**src/rtl/alu_result_stage.sv**
```systemverilog
// alu_result_stage: buffers ALU results between execute and writeback, evaluates
// the ARM condition field against the architectural flags at acceptance, and owns
// the NZCV flag register.
//
// Build option: define ALU_RESULT_SKID_EN for a 2-entry skid buffer with a
// registered in_ready. When it is undefined, a single register is used and
// in_ready is combinational (!out_valid || out_ready).
//
// Skid buffer states (ALU_RESULT_SKID_EN only):
//   state | meaning
//   EMPTY | no entries held
//   ONE   | head holds one entry
//   TWO   | head and tail both hold entries; upstream is stalled
module alu_result_stage #(
    parameter int BITS = 32
) (
    input  logic            clk,
    input  logic            rst,
    input  logic            in_valid,
    output logic            in_ready,
    input  logic [BITS-1:0] alu_c,
    input  logic            alu_n,
    input  logic            alu_z,
    input  logic            alu_c_out,
    input  logic            alu_v,
    input  logic [3:0]      cond,
    input  logic            set_flags,
    input  logic [3:0]      rd,
    input  logic            rd_we,
    input  logic            flush,
    output logic            out_valid,
    input  logic            out_ready,
    output logic [BITS-1:0] out_result,
    output logic [3:0]      out_rd,
    output logic            out_we,
    output logic [3:0]      nzcv
);

    logic [3:0] nzcv_q, nzcv_d;
    logic       accept, retire, pass;

    // Condition code evaluation against the flags as they stand before this edge.
    always_comb begin
        pass = 1'b0;
        case (cond)
            4'h0: pass = nzcv_q[2];
            4'h1: pass = !nzcv_q[2];
            4'h2: pass = nzcv_q[1];
            4'h3: pass = !nzcv_q[1];
            4'h4: pass = nzcv_q[3];
            4'h5: pass = !nzcv_q[3];
            4'h6: pass = nzcv_q[0];
            4'h7: pass = !nzcv_q[0];
            4'h8: pass = nzcv_q[1] && !nzcv_q[2];
            4'h9: pass = !nzcv_q[1] || nzcv_q[2];
            4'hA: pass = (nzcv_q[3] == nzcv_q[0]);
            4'hB: pass = (nzcv_q[3] != nzcv_q[0]);
            4'hC: pass = !nzcv_q[2] && (nzcv_q[3] == nzcv_q[0]);
            4'hD: pass = nzcv_q[2] || (nzcv_q[3] != nzcv_q[0]);
            4'hE: pass = 1'b1;
            default: pass = 1'b0;
        endcase
    end

    assign accept = in_valid && in_ready && !flush;
    assign retire = out_valid && out_ready;

    // Flag register update: only an accepted, condition-passing flag-setting entry writes.
    always_comb begin
        nzcv_d = nzcv_q;
        if (accept && set_flags && pass)
            nzcv_d = {alu_n, alu_z, alu_c_out, alu_v};
    end

    // Flag register.
    always_ff @(posedge clk) begin
        if (rst) nzcv_q <= 4'b0000;
        else     nzcv_q <= nzcv_d;
    end

    assign nzcv = nzcv_q;

`ifdef ALU_RESULT_SKID_EN
    typedef enum logic [1:0] {EMPTY = 2'd0, ONE = 2'd1, TWO = 2'd2} state_t;

    state_t          state_q, state_d;
    logic            in_ready_q, in_ready_d;
    logic [BITS-1:0] head_result_q, head_result_d, tail_result_q, tail_result_d;
    logic [3:0]      head_rd_q, head_rd_d, tail_rd_q, tail_rd_d;
    logic            head_we_q, head_we_d, tail_we_q, tail_we_d;

    // Next-state and buffer movement; a retire from TWO promotes the tail to head.
    always_comb begin
        state_d       = state_q;
        head_result_d = head_result_q;
        head_rd_d     = head_rd_q;
        head_we_d     = head_we_q;
        tail_result_d = tail_result_q;
        tail_rd_d     = tail_rd_q;
        tail_we_d     = tail_we_q;
        if (flush) begin
            state_d = EMPTY;
        end else begin
            case (state_q)
                EMPTY: if (accept) begin
                    state_d       = ONE;
                    head_result_d = alu_c;
                    head_rd_d     = rd;
                    head_we_d     = rd_we && pass;
                end
                ONE: begin
                    if (accept && retire) begin
                        head_result_d = alu_c;
                        head_rd_d     = rd;
                        head_we_d     = rd_we && pass;
                    end else if (accept) begin
                        state_d       = TWO;
                        tail_result_d = alu_c;
                        tail_rd_d     = rd;
                        tail_we_d     = rd_we && pass;
                    end else if (retire) begin
                        state_d = EMPTY;
                    end
                end
                TWO: if (retire) begin
                    state_d       = ONE;
                    head_result_d = tail_result_q;
                    head_rd_d     = tail_rd_q;
                    head_we_d     = tail_we_q;
                end
                default: state_d = EMPTY;
            endcase
        end
        in_ready_d = (state_d != TWO);
    end

    // Skid buffer registers.
    always_ff @(posedge clk) begin
        if (rst) begin
            state_q       <= EMPTY;
            in_ready_q    <= 1'b1;
            head_result_q <= '0;
            head_rd_q     <= 4'd0;
            head_we_q     <= 1'b0;
            tail_result_q <= '0;
            tail_rd_q     <= 4'd0;
            tail_we_q     <= 1'b0;
        end else begin
            state_q       <= state_d;
            in_ready_q    <= in_ready_d;
            head_result_q <= head_result_d;
            head_rd_q     <= head_rd_d;
            head_we_q     <= head_we_d;
            tail_result_q <= tail_result_d;
            tail_rd_q     <= tail_rd_d;
            tail_we_q     <= tail_we_d;
        end
    end

    assign in_ready   = in_ready_q;
    assign out_valid  = (state_q != EMPTY);
    assign out_result = head_result_q;
    assign out_rd     = head_rd_q;
    assign out_we     = head_we_q;
`else
    logic            valid_q, valid_d;
    logic [BITS-1:0] result_q, result_d;
    logic [3:0]      rd_q, rd_d;
    logic            we_q, we_d;

    // Single holding register; a new entry may replace one retiring on the same edge.
    always_comb begin
        valid_d  = valid_q;
        result_d = result_q;
        rd_d     = rd_q;
        we_d     = we_q;
        if (flush) begin
            valid_d = 1'b0;
        end else if (accept) begin
            valid_d  = 1'b1;
            result_d = alu_c;
            rd_d     = rd;
            we_d     = rd_we && pass;
        end else if (retire) begin
            valid_d = 1'b0;
        end
    end

    // Holding register.
    always_ff @(posedge clk) begin
        if (rst) begin
            valid_q  <= 1'b0;
            result_q <= '0;
            rd_q     <= 4'd0;
            we_q     <= 1'b0;
        end else begin
            valid_q  <= valid_d;
            result_q <= result_d;
            rd_q     <= rd_d;
            we_q     <= we_d;
        end
    end

    assign in_ready   = !valid_q || out_ready;
    assign out_valid  = valid_q;
    assign out_result = result_q;
    assign out_rd     = rd_q;
    assign out_we     = we_q;
`endif

endmodule
```
**config.mk**
```make
export PLATFORM = sky130hd
export DESIGN_NAME = alu_result_stage
export DESIGN_NICKNAME = d
export VERILOG_FILES = /design/src/rtl/alu_result_stage.sv
export SDC_FILE = /design/constraint.sdc
export NUM_CORES = 1
export LEC_CHECK = 0
export BUFFER_PORTS_ARGS = -buffer_cell sky130_fd_sc_hd__buf_2
export CORE_UTILIZATION = 32
export CTS_BUF_LIST = sky130_fd_sc_hd__clkbuf_16
export DETAILED_ROUTE_END_ITERATION = 6
export HOLD_SLACK_MARGIN = 0.05
export PLACE_DENSITY_LB_ADDON = 0.15
export SYNTH_ARGS = -nofsm -noshare
export SYNTH_HDL_FRONTEND = slang
export SYNTH_SLANG_ARGS = --single-unit
```
**constraint.sdc**
```tcl
create_clock -name clk -period 3.1 [get_ports clk]
set_clock_uncertainty 0.2 [all_clocks]
set_input_delay 0.31 -clock clk [delete_from_list [all_inputs] [get_ports clk]]
set_output_delay 0.31 -clock clk [all_outputs]
set_load 0.01 [all_outputs]
```
==> impl_metrics.env, run 1 <==
export IMPL_root_buffer="clkbuf_16"
export IMPL_slew_viol_final=0
export IMPL_core_rowCount=27
export IMPL_vdd_drop_max_mv=0.239
export IMPL_core_area_um2=5510
export IMPL_crit_chain="dlygate4sd3_1 > buf_2 > nor2b_1 > and2_1 > buf_4 > nand2_1 > a21oi_1"
export IMPL_period_share_pct=69.1
export IMPL_grt_pass1_vias=1618
export IMPL_startpoint="flush"
export IMPL_track_usage_pct=15.0
export IMPL_die_w_um=77.7
export IMPL_rrSetupSlack_ns=1.19
export IMPL_hold_viol_final=0
export IMPL_synthCells=226
export IMPL_critPathArrivalTime_ns=2.14
export IMPL_totalWireLength_mm=4.39
export IMPL_grt_overflow=0
export IMPL_max_freq_mhz=467
export IMPL_synth_top_cells_by_area="dfxtp_1 (46%), nand2_1 (15%), a21oi_1 (10%)"
export IMPL_ys_seq_area_share_pct=45.9
export IMPL_cpPeakStageDelay_ns=0.54
export IMPL_powerDensity_nw_per_um2=493
export IMPL_r2r_start="nzcv[3]"
export IMPL_start_kind="input pin"
export IMPL_fill_cells=563
export IMPL_avgSynthCellArea_um2=8.11
export IMPL_critPathMaxFanout=33
export IMPL_clock_latency_ns=0.28
export IMPL_cap_violations=0
export IMPL_drc_errors=0
export IMPL_leakage_nw=1.16
export IMPL_status="completed"
export IMPL_syn_cell_area_um2=1830
export IMPL_path_buf_inv=3
export IMPL_first_iter_violations=54
export IMPL_hpwl_mm=2.99
export IMPL_multi_input_area_um2=900
export IMPL_worst_slew_pin_slew_ns=0.817
export IMPL_path_clk_slew_ns=0.06
export IMPL_synth_seq_cells=42
export IMPL_dp_cells=377
export IMPL_ys_types=33
export IMPL_die_y_um=77.7
export IMPL_die_area_um2=6030
export IMPL_max_slew_margin_rel_pct=45.5
export IMPL_antenna_cells=0
export IMPL_detail_route_vias_per_cell=4.57
export IMPL_cts_tree="done"
export IMPL_avgRoutedWirePerCell_um=11.4
export IMPL_timing_rr_end="nzcv[1]"
export IMPL_numClockSinks=42
export IMPL_antenna_found_initial=0
export IMPL_period_needed_ns=2.14
export IMPL_hold_depth=3
export IMPL_fin_util_pct=44.9
export IMPL_cp_end_kind="flop"
export IMPL_cp_depth=7
export IMPL_port_buffers=93
export IMPL_htree_num_levels=2
export IMPL_num_io_pins=94
export IMPL_post_cts_resized=0
export IMPL_cp_endpoint="out_result[3]"
export IMPL_syn_nets=277
export IMPL_final_cell_count_no_fill=386
export IMPL_drt_pass1_iter_count=4
export IMPL_crit_family="buffers and inverters"
export IMPL_cts_buffer_depth=2
export IMPL_setup_violations_final=0
export IMPL_start_util_pct=33.3
export IMPL_holdWs_ns=0.0673
export IMPL_grt_max_degree=48
export IMPL_grt_pass1_wl_mm=7.28
export IMPL_path_class="input pin to flop"
export IMPL_routabilityCongestion=0.800
export IMPL_vias=1763
export IMPL_areaGrowthSynthToFinish_pct=34.8
export IMPL_nets=364
export IMPL_cts_buffers=5
export IMPL_hold_class="input pin to flop"
export IMPL_drive_gt1_share_pct=33.8
export IMPL_antenna_left=0
export IMPL_yosysWarnings=0
export IMPL_register_area_um2=841
export IMPL_rr_worst_depth=5
export IMPL_netlist_top_cell_by_area="dfxtp_1"
export IMPL_slowest_stage="dlygate4sd3_1"
export IMPL_tns_ns=0
export IMPL_rsz0062_at_grt="false"
export IMPL_crit_required_ns=3.10
export IMPL_synth_top_area_share_pct=45.9
==> state kept, by name (all words and copies together), names as in the netlist <==
signal and flops:
out_valid 1, out_we 1, nzcv 4, out_result 32, out_rd 4
==> power by group <==
group | leakage [nW] | switching (mW) | internal, mW | total (mW)
Combinational | 0.746 | 0.0874 | 0.0713 | 0.159
Sequential | 0.343 | 0.0125 | 0.564 | 0.577
Clock | 0.0724 | 0.191 | 0.291 | 0.482
Total | 1.16 | 0.291 | 0.926 | 1.22
==> cells in the final DEF, fill, tap and decap left out, types with 2 or more instances in the layout <==
master	netlist	final
a211oi_1	2	2
a21oi_1	37	37
and3b_1	2	2
and4bb_1	2	2
buf_2	4	93
buf_4	0	2
clkbuf_16	0	5
dfxtp_1	42	42
inv_1	3	4
mux2i_1	7	7
nand2_1	75	75
nand2b_1	8	8
nand3_1	2	2
nand3b_1	3	3
nand4_1	2	2
nor2_1	2	2
nor2b_1	4	4
nor3b_1	4	4
==> worst min-delay path, stage by stage <==
cell     delay [ns]
buf_2          0.09
nand2_1        0.04
a21oi_1        0.05
==> cell usage after synthesis <==
library cell  instances
mux2i_1               7
nor2_1                2
nand4_1               2
o21ai_1               1
and4bb_1              2
clkbuf_1             10
and3b_1               2
nand3_1               2
inv_1                 3
and3_1                1
xnor2_1               1
buf_6                 2
o21ai_0               1
o2bb2ai_2             1
a311oi_1              1
dfxtp_1              42
nand4_2               1
nand2_1              75
o2111ai_2             1
a211oi_1              2
or2b_1                1
xor2_1                1
o32a_1                1
a211oi_4              1
and2_1                1
buf_2                 4
nand2b_1              8
a21oi_1              37
nor3b_1               4
or3_1                 1
nor2b_1               4
nand3b_1              3
o31ai_2               1
==> metal layers <==
layer | track usage [%] | vias to the layer above | routed length, um
met2 | 24.2 | 60 | 1900
met3 | 4.71 | 5 | 335
met1 | 19.1 | 772 | 2120
met5 | 0 | - | 0
met4 | 4.53 | 0 | 44
li1 | - | 926 | -
==> repair_timing <==
item	4_1_cts	5_1_grt
hold endpoints to repair	1	0
hold buffers	1	0
setup endpoints to repair	0	0
buffers inserted	0	0
==> worst min-delay path by stage <==
| stage | from | to |
|---|---|---|
| 2_1_floorplan | flush | out_valid |
| 3_3_place_gp | out_result[12] | out_result[12] |
| 3_5_place_dp | out_result[12] | out_result[12] |
| 4_1_cts | alu_c[6] | out_result[6] |
| 5_1_grt | alu_c[8] | out_result[8] |
| 6_report | alu_c[17] | out_result[17] |
==> final cells by class <==
type / count / area share [%]
clock buffer: 5 / 5.07
clock inverter: 3 / 0.507
inverter: 3 / 0.456
multi-input combinational: 165 / 36.4
sequential: 42 / 34.0
tap: 72 / 3.65
timing repair buffer: 96 / 19.9
==> per-stage QoR <==
stage / power (mW) / instance area [um2] / worst slack, ns
after floorplan: 0.680 / 1830 / 1.29
after global routing: 1.29 / 2470 / 0.719
after detailed placement: 0.749 / 2320 / 1.14
after CTS: 1.24 / 2470 / 0.948
after global placement: 0.748 / 2320 / 1.18
final: 1.22 / 2470 / 0.959
==> logic make-up (layout without fill, tap and decap cells) <==
kind of cell    Yosys count  in the layout  synth area share, %
simple gates            109            109                 28.4
xor+xnor                  2              2                0.956
compound gates           47             47                 15.9
buf+inv                  19            107                 4.99
flops                    42             42                 45.9
mux                       7              7                 3.83
No activity file was read; power rests on OpenSTA's default activity.
==> inputs of run 2 (changes only) <==
- ABC_AREA: unset -> 1
- clock period: 3.1 -> 2 ns (I/O delays scaled with it)
==> run 2 against run 1 <==
Die area down 4.9%. Combinational power up 130%. Non-clock buffer count up 42. Synthesized area down 5.1%. Clock power up 57%. Wire length up 13%. Critical endpoint is now out_valid. Largest cell class is now buffers. Highest routed layer unchanged.
==> impl_metrics.env, run 2 <==
export IMPL_status="completed"
export IMPL_cpPeakStageDelay_ns=0.57
export IMPL_yosysWarnings=0
export IMPL_path_class="flop to flop"
export IMPL_path_buf_inv=3
export IMPL_dr_wl_met2_mm=2.34
export IMPL_ys_flop_type="dfxtp_1"
export IMPL_first_iter_violations=90
export IMPL_detail_route_vias_per_cell=4.44
export IMPL_final_common_cell="buf_2"
export IMPL_avgSynthCellArea_um2=7.07
export IMPL_htree_num_levels=2
export IMPL_slew_viol_final=0
export IMPL_syn_cell_area_um2=1740
export IMPL_avgRoutedWirePerCell_um=11.1
export IMPL_comb_power_share_pct=18.0
export IMPL_tns_ns=0
export IMPL_routabilityCongestion=0.766
export IMPL_crit_chain="inv_1 > nor2_1 > inv_1 > a211oi_1 > dlygate4sd3_1"
export IMPL_nets=430
export IMPL_antenna_cells=0
export IMPL_path_clk_slew_ns=0.06
export IMPL_antenna_found_initial=0
export IMPL_synth_seq_cells=42
export IMPL_final_cell_mix="buf_2 (93), nor2_1 (82), dfxtp_1 (42)"
export IMPL_die_area_um2=5730
export IMPL_crit_required_ns=2.02
export IMPL_start_kind="flop"
export IMPL_cts_tree="done"
export IMPL_wl_met1_mm=2.22
export IMPL_critPathArrivalTime_ns=1.68
export IMPL_clock_latency_ns=0.28
export IMPL_die_y_um=75.7
export IMPL_drc_errors=0
export IMPL_ys_types=22
export IMPL_dr_max_layer_used="met4"
export IMPL_worst_slew_pin_slew_ns=0.451
export IMPL_root_buffer="clkbuf_16"
export IMPL_multi_input_area_um2=774
export IMPL_crit_family="buffers and inverters"
export IMPL_register_area_um2=841
export IMPL_numClockSinks=42
export IMPL_clkPwrFrac_pct=37.0
export IMPL_setup_violations_final=0
export IMPL_hold_class="input pin to flop"
export IMPL_totalWireLength_mm=4.98
export IMPL_grt_max_degree=37
export IMPL_fill_cells=485
export IMPL_ys_async_sr_fraction_pct=0
export IMPL_die_w_um=75.7
export IMPL_syn_nets=297
export IMPL_num_io_pins=94
export IMPL_hold_viol_final=0
export IMPL_cts_hold_buffers=41
export IMPL_max_freq_mhz=603
export IMPL_critPathMaxFanout=2
export IMPL_vias=1997
export IMPL_seqPwrFrac_pct=45.0
export IMPL_ys_seq_area_share_pct=48.3
export IMPL_post_cts_setup_buffers=0
export IMPL_period_share_pct=82.9
export IMPL_grt_pass1_wl_mm=7.90
export IMPL_slowest_stage="dlygate4sd3_1"
export IMPL_synth_edff_count=0
export IMPL_cp_end_kind="flop"
export IMPL_cp_common_cell="inv_1"
export IMPL_rsz0062_at_grt="false"
export IMPL_grt_overflow=0
export IMPL_powerDensity_nw_per_um2=722
export IMPL_fin_util_pct=54.7
export IMPL_max_slew_margin_rel_pct=69.9
export IMPL_synth_common_cells="nor2_1 (82), dfxtp_1 (42), o21ai_0 (35)"
export IMPL_final_cell_count_no_fill=450
export IMPL_track_usage_pct=18.2
export IMPL_synth_top_area_share_pct=48.3
export IMPL_cts_buffers=5
export IMPL_drt_pass1_iter_count=4
export IMPL_holdWs_ns=0.0522
export IMPL_cap_violations=0
export IMPL_largest_register_ffs=32
export IMPL_power_switching_mw=0.519
export IMPL_synth_top_cells_by_area="dfxtp_1 (48%), nor2_1 (18%), o21ai_0 (10%)"
export IMPL_leakage_nw=1.46
export IMPL_switching_share_pct=25.4
export IMPL_met3_length_um=341
export IMPL_areaGrowthSynthToFinish_pct=62.7
export IMPL_core_rowCount=26
export IMPL_vdd_drop_max_mv=0.487
export IMPL_post_cts_resized=0
export IMPL_port_buffers=93
export IMPL_period_needed_ns=1.66
export IMPL_start_util_pct=33.6
export IMPL_drive_gt1_share_pct=29.7
export IMPL_core_area_um2=5170
export IMPL_grt_pass1_vias=1858
export IMPL_dp_cells=401
export IMPL_synthCells=246
export IMPL_netlist_top_cell_by_area="dfxtp_1"
export IMPL_intPower_mw=1.52
export IMPL_cts_buffer_depth=2
export IMPL_antenna_left=0
export IMPL_hpwl_mm=3.15
export IMPL_yosysMostFrequentCell="nor2_1"
==> run 2: logic make-up (layout without fill, tap and decap cells) <==
| kind of cell | count (synthesis) | after routing | synth area share [%] |
|---|---|---|---|
| DFF | 42 | 42 | 48.3 |
| and+or+nand+nor | 128 | 128 | 30.9 |
| AOI/OAI and AO/OA | 45 | 45 | 13.3 |
| buffers and inverters | 31 | 165 | 7.48 |
==> run 2: metal layers <==
metal | global-route usage, % | vias to the layer above
met5 | 0 | -
met4 | 6.58 | 0
met3 | 6.61 | 8
met2 | 30.3 | 62
met1 | 21.7 | 887
li1 | - | 1040
==> run 2: stage by stage <==
step / cell area [um2] / total power [mW] / setup WS (ns)
3_3_place_gp: 2280 / 1.24 / 0.469
2_1_floorplan: 1740 / 1.10 / 0.515
5_1_grt: 2830 / 2.15 / 0.219
4_1_cts: 2830 / 2.06 / 0.349
3_5_place_dp: 2280 / 1.24 / 0.440
6_report: 2830 / 2.04 / 0.342
==> run 2: worst paths after layout <==
| path | slack (ns) | start | to | cells past startpoint |
|---|---|---|---|---|
| setup / recovery | 0.34 | out_valid | out_valid | 5 |
| setup reg to reg | 0.34 | out_valid | out_valid | 5 |
| hold reg to reg | 0.30 | out_result[7] | out_result[7] | 2 |
| hold / removal | 0.05 | alu_c_out | nzcv[1] | 5 |
==> run 2: worst min-delay path, cell delays in order <==
cell and delay (ns):
buf_2 0.08, inv_1 0.03, nand3_1 0.07, nand2_1 0.05
nor2_1 0.07
==> run 2: power groups by stage <==
| stage | registers [mW] | clock network (mW) | logic [mW] |
|---|---|---|---|
| global placement | 0.936 | 0 | 0.304 |
| detailed placement | 0.936 | 0 | 0.306 |
| CTS | 0.919 | 0.777 | 0.368 |
| finish | 0.920 | 0.756 | 0.368 |
| global route | 0.926 | 0.814 | 0.412 |
| floorplan | 0.963 | 0 | 0.138 |
==> run 2: layout make-up <==
| type | instances | share of cell area (%) |
|---|---|---|
| Timing Repair Buffer | 138 | 32.4 |
| Tap cell | 70 | 3.09 |
| Clock buffer | 5 | 4.42 |
| Sequential cell | 42 | 29.7 |
| Multi-Input combinational cell | 173 | 27.4 |
| Inverter | 19 | 2.52 |
| Clock inverter | 3 | 0.442 |
